File: src/rtl/instr_mem_seq.sv
// Byte-organised instruction store with a registered valid/ready fetch port.
// Optional macro IM_ALIGN_CHECK_EN enables misalignment flagging and NOP fill.
module instr_mem_seq #(
    parameter int MEM_BYTES  = 128,
    parameter bit BIG_ENDIAN = 1'b1,
    parameter int CNT_W      = 16
) (
    input  logic             clk,
    input  logic             rst_n,
    input  logic             req_valid,
    output logic             req_ready,
    input  logic [31:0]      req_addr,
    output logic             rsp_valid,
    input  logic             rsp_ready,
    output logic [31:0]      rsp_instr,
    output logic             rsp_oob,
    output logic             rsp_misalign,
    input  logic             ld_en,
    input  logic [31:0]      ld_addr,
    input  logic [7:0]       ld_data,
    output logic [CNT_W-1:0] fetch_cnt
);

    localparam int AW = $clog2(MEM_BYTES);

    typedef enum logic {EMPTY, FULL} state_e;

    logic [7:0] InstrMem [MEM_BYTES];

    state_e           state_q, state_d;
    logic [31:0]      instr_q, instr_d;
    logic             oob_q, oob_d;
    logic             mis_q, mis_d;
    logic [CNT_W-1:0] cnt_q, cnt_d;

    logic             accept;
    logic [AW-1:0]    idx0, idx1, idx2, idx3;
    logic [31:0]      word;
    logic             unused_ld;

    assign unused_ld = ^ld_addr[31:AW];

    assign req_ready = (state_q == EMPTY) || rsp_ready;
    assign accept    = req_valid && req_ready;

    // Index arithmetic is AW bits wide so the four bytes wrap naturally.
    always_comb begin
        idx0 = req_addr[AW-1:0];
        idx1 = idx0 + AW'(1);
        idx2 = idx0 + AW'(2);
        idx3 = idx0 + AW'(3);
        if (BIG_ENDIAN)
            word = {InstrMem[idx0], InstrMem[idx1],
                    InstrMem[idx2], InstrMem[idx3]};
        else
            word = {InstrMem[idx3], InstrMem[idx2],
                    InstrMem[idx1], InstrMem[idx0]};
    end

    always_comb begin
        state_d = state_q;
        instr_d = instr_q;
        oob_d   = oob_q;
        mis_d   = mis_q;
        cnt_d   = cnt_q;
        if (accept) begin
            state_d = FULL;
            oob_d   = |req_addr[31:AW];
`ifdef IM_ALIGN_CHECK_EN
            mis_d   = (req_addr[1:0] != 2'b00);
            instr_d = mis_d ? 32'h0000_0000 : word;
`else
            mis_d   = 1'b0;
            instr_d = word;
`endif
            if (cnt_q != {CNT_W{1'b1}})
                cnt_d = cnt_q + CNT_W'(1);
        end else if (state_q == FULL && rsp_ready) begin
            state_d = EMPTY;
        end
    end

    always_ff @(posedge clk or negedge rst_n) begin
        if (!rst_n) begin
            state_q <= EMPTY;
            instr_q <= 32'h0000_0000;
            oob_q   <= 1'b0;
            mis_q   <= 1'b0;
            cnt_q   <= '0;
        end else begin
            state_q <= state_d;
            instr_q <= instr_d;
            oob_q   <= oob_d;
            mis_q   <= mis_d;
            cnt_q   <= cnt_d;
        end
    end

    // Array is deliberately not reset; the fetch path sees the old byte on a same-edge load.
    always_ff @(posedge clk) begin
        if (ld_en)
            InstrMem[ld_addr[AW-1:0]] <= ld_data;
    end

    assign rsp_valid    = (state_q == FULL);
    assign rsp_instr    = instr_q;
    assign rsp_oob      = oob_q;
    assign rsp_misalign = mis_q;
    assign fetch_cnt    = cnt_q;

endmodule

File: config.mk
export PLATFORM = sky130hd
export DESIGN_NAME = instr_mem_seq
export DESIGN_NICKNAME = d
export VERILOG_FILES = /design/src/rtl/instr_mem_seq.sv
export SDC_FILE = /design/constraint.sdc
export NUM_CORES = 2
export LEC_CHECK = 0
export ABC_AREA = 0
export BUFFER_PORTS_ARGS = -buffer_cell sky130_fd_sc_hd__clkbuf_2
export CAP_MARGIN = 40
export CORE_MARGIN = 5
export CORE_UTILIZATION = 50
export DETAILED_ROUTE_END_ITERATION = 16
export HOLD_SLACK_MARGIN = 0.06
export PLACE_DENSITY = 0.8
export SYNTH_ARGS = -nofsm -noshare
export SYNTH_HDL_FRONTEND = slang
export SYNTH_SLANG_ARGS = --single-unit
File: constraint.sdc
create_clock -name clk -period 2.3 [get_ports clk]
set_clock_uncertainty 0.1 [all_clocks]
set_input_delay 0.345 -clock clk [delete_from_list [all_inputs] [get_ports clk]]
set_output_delay 0.345 -clock clk [all_outputs]
set_load 0.02 [all_outputs]
==> impl_results.md <==
* Setup TNS at -4050 ps
* TritonCTS clock tree: yes
* Routed WL at ~280000 um
* Tmin final at ~2500 ps
* Syn Nets at 4107
* CP Capture Type: register
* Largest area contributor in the netlist: edfxtp_1
* Crit path to: rsp_instr[12]$_DFFE_PN0P_
* Fin util at between 60% and 70%
* Synth Warn # at 0
* Area share of the largest cell type after synthesis at between 40% and 50%
* Reg2reg setup slack at -250 ps
* Setup crit start kind: register
* Seq/Total Area, Yosys at between 40% and 50%
* Clock tree buffer depth at 3
* Depth of the most critical reg-to-reg path at 7
* Top cells by count, synth: mux4_2 (1059), edfxtp_1 (1024), nand2_1 (473)
* Failing checks: design-rule violations, negative setup slack
* FF+latch count, synth at roughly 1.1k
* Port bufs at 102
* Design Power at 0.0538 W
* Root Buffer: clkbuf_16
* H-tree depth at 3
* Std cell rows at approximately 130
* Final Wtd Congestion at roughly 1.1
* VDD IR max at just over 0.7 mV
* FMAX at a little under 0.4 GHz
* Most used DFF post-synth: edfxtp_1
* Total track usage at between 30% and 40%
* Vias in the first global route at ~52k
* First-pass GRT wire length at around 390000 um
* Largest net degree at the start of global routing at ~130
* Reg-to-reg startpoint: InstrMem[20][4]$_DFFE_PP_
* Post-route antenna net violation count at 0
* Count of final hold-check violations at 0
* Worst-Skew Late Latency at ~800 ps
* Pwr Density at between 600 and 700 nW/um^2
* Synth unique cells at 76
* Crit path max fanout at 3
* CTS Buf Count at ~110
* Core area at around 130000 um^2
* Final worst setup slack at -245 ps
* Syn Inst Count at 4025
* Critical Path Source: InstrMem[20][4]$_DFFE_PP_
* Initial antenna violation count at 13
* Slew headroom at 47.2%
* Clock transition at path regs at 80 ps
* FILL cells at a little under 9k
* I/O Pins at around 130
* Synth-to-Final Area Change at 29.4%
* Grt ovf at 0
* Final setup viols at 32
* Final Slew Violations at 0
* Die area at 142000 um^2
* GR Util met2 at 55.5%
* DR iter-0 viols at approximately 11k
* Syn_area_per_cell at between 15 and 20 um^2
* Layout cells sized above 1 at roughly 56%
* Worst hold slack at ~47 ps
* M3 GR Usage at between 10% and 20%
* Worst slew pin tran at slightly below 800 ps
* Cell Count, Final, Fillers Out at between 7k and 8k
* Max cap viols at 0
* CP arrival at between 3000 and 4000 ps
* Critical Path RT at about 2800 ps
* Asr flop ratio synth at about 4.7%
* Status: finished, violations left
* Start-to-end type of the worst setup path: register to register
* Starting Density at 50.3%
* RSZ-0062 raised after global routing: yes
* Routed via count at between 50k and 60k
* HP Class: input port to register
* Count leader, synth: mux4_2
* Remaining DRCs at 2
* Largest cells by area after synthesis: edfxtp_1 (46%), mux4_2 (36%), nand2_1 (2.6%)
* DR vias/cell at 7.47
* Num Clock Sinks at approximately 1.1k
* Drt wl/cell at ~39 um
* Mapped Area at between 60000 and 70000 um^2
* First-pass detailed-route iteration total at 13
* Worst r2r dst: rsp_instr[12]$_DFFE_PN0P_
* Die Span Y at between 300 and 400 um
* Met1 GRT Util at between 40% and 50%
* Half-perimeter wire length after placement at 196000 um
* Chip width at between 300 and 400 um
* P_leak at ~31 nW
* Layer with the highest usage: met2
* Post-synth EDFFs at 1024
* Nets@finish at roughly 5.5k
* Period Utilization, post-route at 111%
* Cells after DPL at between 6k and 7k
## critical path, stage by stage, from the launching register on
cell and delay [ps]:
edfxtp_1 500, buf_6 180, mux4_2 460, mux4_2 570
mux2i_2 210, o22ai_2 160, a21oi_1 140, o21ai_1 80
## worst min path at each step
stage / from / to / slack [ps] / depth (start not counted)
finish: ld_data[5] / InstrMem[32][5]$_DFFE_PP_ / 50 / 2
global route: ld_data[0] / InstrMem[90][0]$_DFFE_PP_ / 70 / 2
CTS: ld_data[7] / InstrMem[14][7]$_DFFE_PP_ / 70 / 2
detailed placement: rst_n / fetch_cnt[15]$_DFFE_PN0P_ / 270 / 2
global placement: rst_n / fetch_cnt[15]$_DFFE_PN0P_ / 270 / 2
floorplan: rst_n / fetch_cnt[0]$_DFFE_PN0P_ / -50 / 0
## state kept, by name, summed over array words and instances, names as in the netlist
| name | flops |
|---|---|
| InstrMem | 1024 |
| rsp_instr | 32 |
| fetch_cnt | 16 |
| rsp_oob | 1 |
| rsp_valid | 1 |
## cell usage in the layout (no fill, tap or decap), types with 13 or more instances in the layout
cell and n:
o21ai_1 24, edfxtp_1 1024, o22ai_1 16, nand2_1 455
nor2_1 171, a32oi_1 18, xnor2_1 13, clkbuf_2 90
nand3_1 141, dfrtp_1 50, clkinv_2 16, nand4_1 42
mux2i_1 116, clkbuf_1 17, a221oi_2 21, clkbuf_16 115
buf_6 58, buf_16 22, o21ai_0 31, a21oi_2 13
and3_1 13, a21oi_1 26, nand2_2 15, a221oi_1 17
clkinv_1 22, a31oi_1 27, buf_12 134, mux4_2 1070
o2111ai_1 16, nor3_1 16, bufinv_16 15, buf_4 1295
## routing by layer
metal	vias up	wire, um
met5	-	289
met4	12	26300
met3	1311	49400
met2	5655	119000
met1	27041	86600
li1	20117	-
## kinds of logic (layout without fill, tap and decap cells)
family | count (synthesis) | after routing | share of synthesized area [%]
AO/OA/AOI/OAI | 373 | 373 | 3.95
flip-flops | 1074 | 1074 | 47.7
other | 1 | 10 | 0.00559
adder cells (fa/ha/maj) | 5 | 5 | 0.0933
buffers and inverters | 392 | 1839 | 3.48
AND/OR/NAND/NOR | 933 | 933 | 5.99
XOR/XNOR | 32 | 32 | 0.485
multiplexers | 1215 | 1215 | 38.3
## cell type report
| cell class | count | area (um^2) | area share, % |
|---|---|---|---|
| flip-flops and latches | 1074 | 32000 | 36.9 |
| multi-input cells | 2559 | 34200 | 39.4 |
| diodes | 9 | 22.5 | 0.0259 |
| repair buffers | 1624 | 14600 | 16.8 |
| clock buffers | 129 | 2870 | 3.30 |
| inverters | 7 | 41.3 | 0.0476 |
| well taps | 1768 | 2210 | 2.55 |
| clock inverters | 79 | 903 | 1.04 |
## report_power, final
group	switching [W]	leakage [nW]	internal (W)
logic	0.00701	19.2	0.00544
registers	0.000572	9.82	0.0217
clock network	0.00843	1.80	0.0107
## stage by stage
stage | worst slack [ps] | area [um^2]
3_3_place_gp | -1180 | 80100
3_5_place_dp | -1240 | 80100
2_1_floorplan | -890 | 67700
4_1_cts | -228 | 85900
6_report | -245 | 86800
5_1_grt | -270 | 86800
## repair_timing
| action | in CTS | in global routing |
|---|---|---|
| hold endpoints to repair | 92 | 24 |
| gates resized for setup | 238 | 138 |
| pin swaps | 68 | 62 |
| setup buffers | 63 | 26 |
| cloned | 13 | 3 |
| setup endpoints to repair | 36 | 38 |
| hold buffers | 10 | 1 |
No activity file was read; power rests on OpenSTA's default activity.
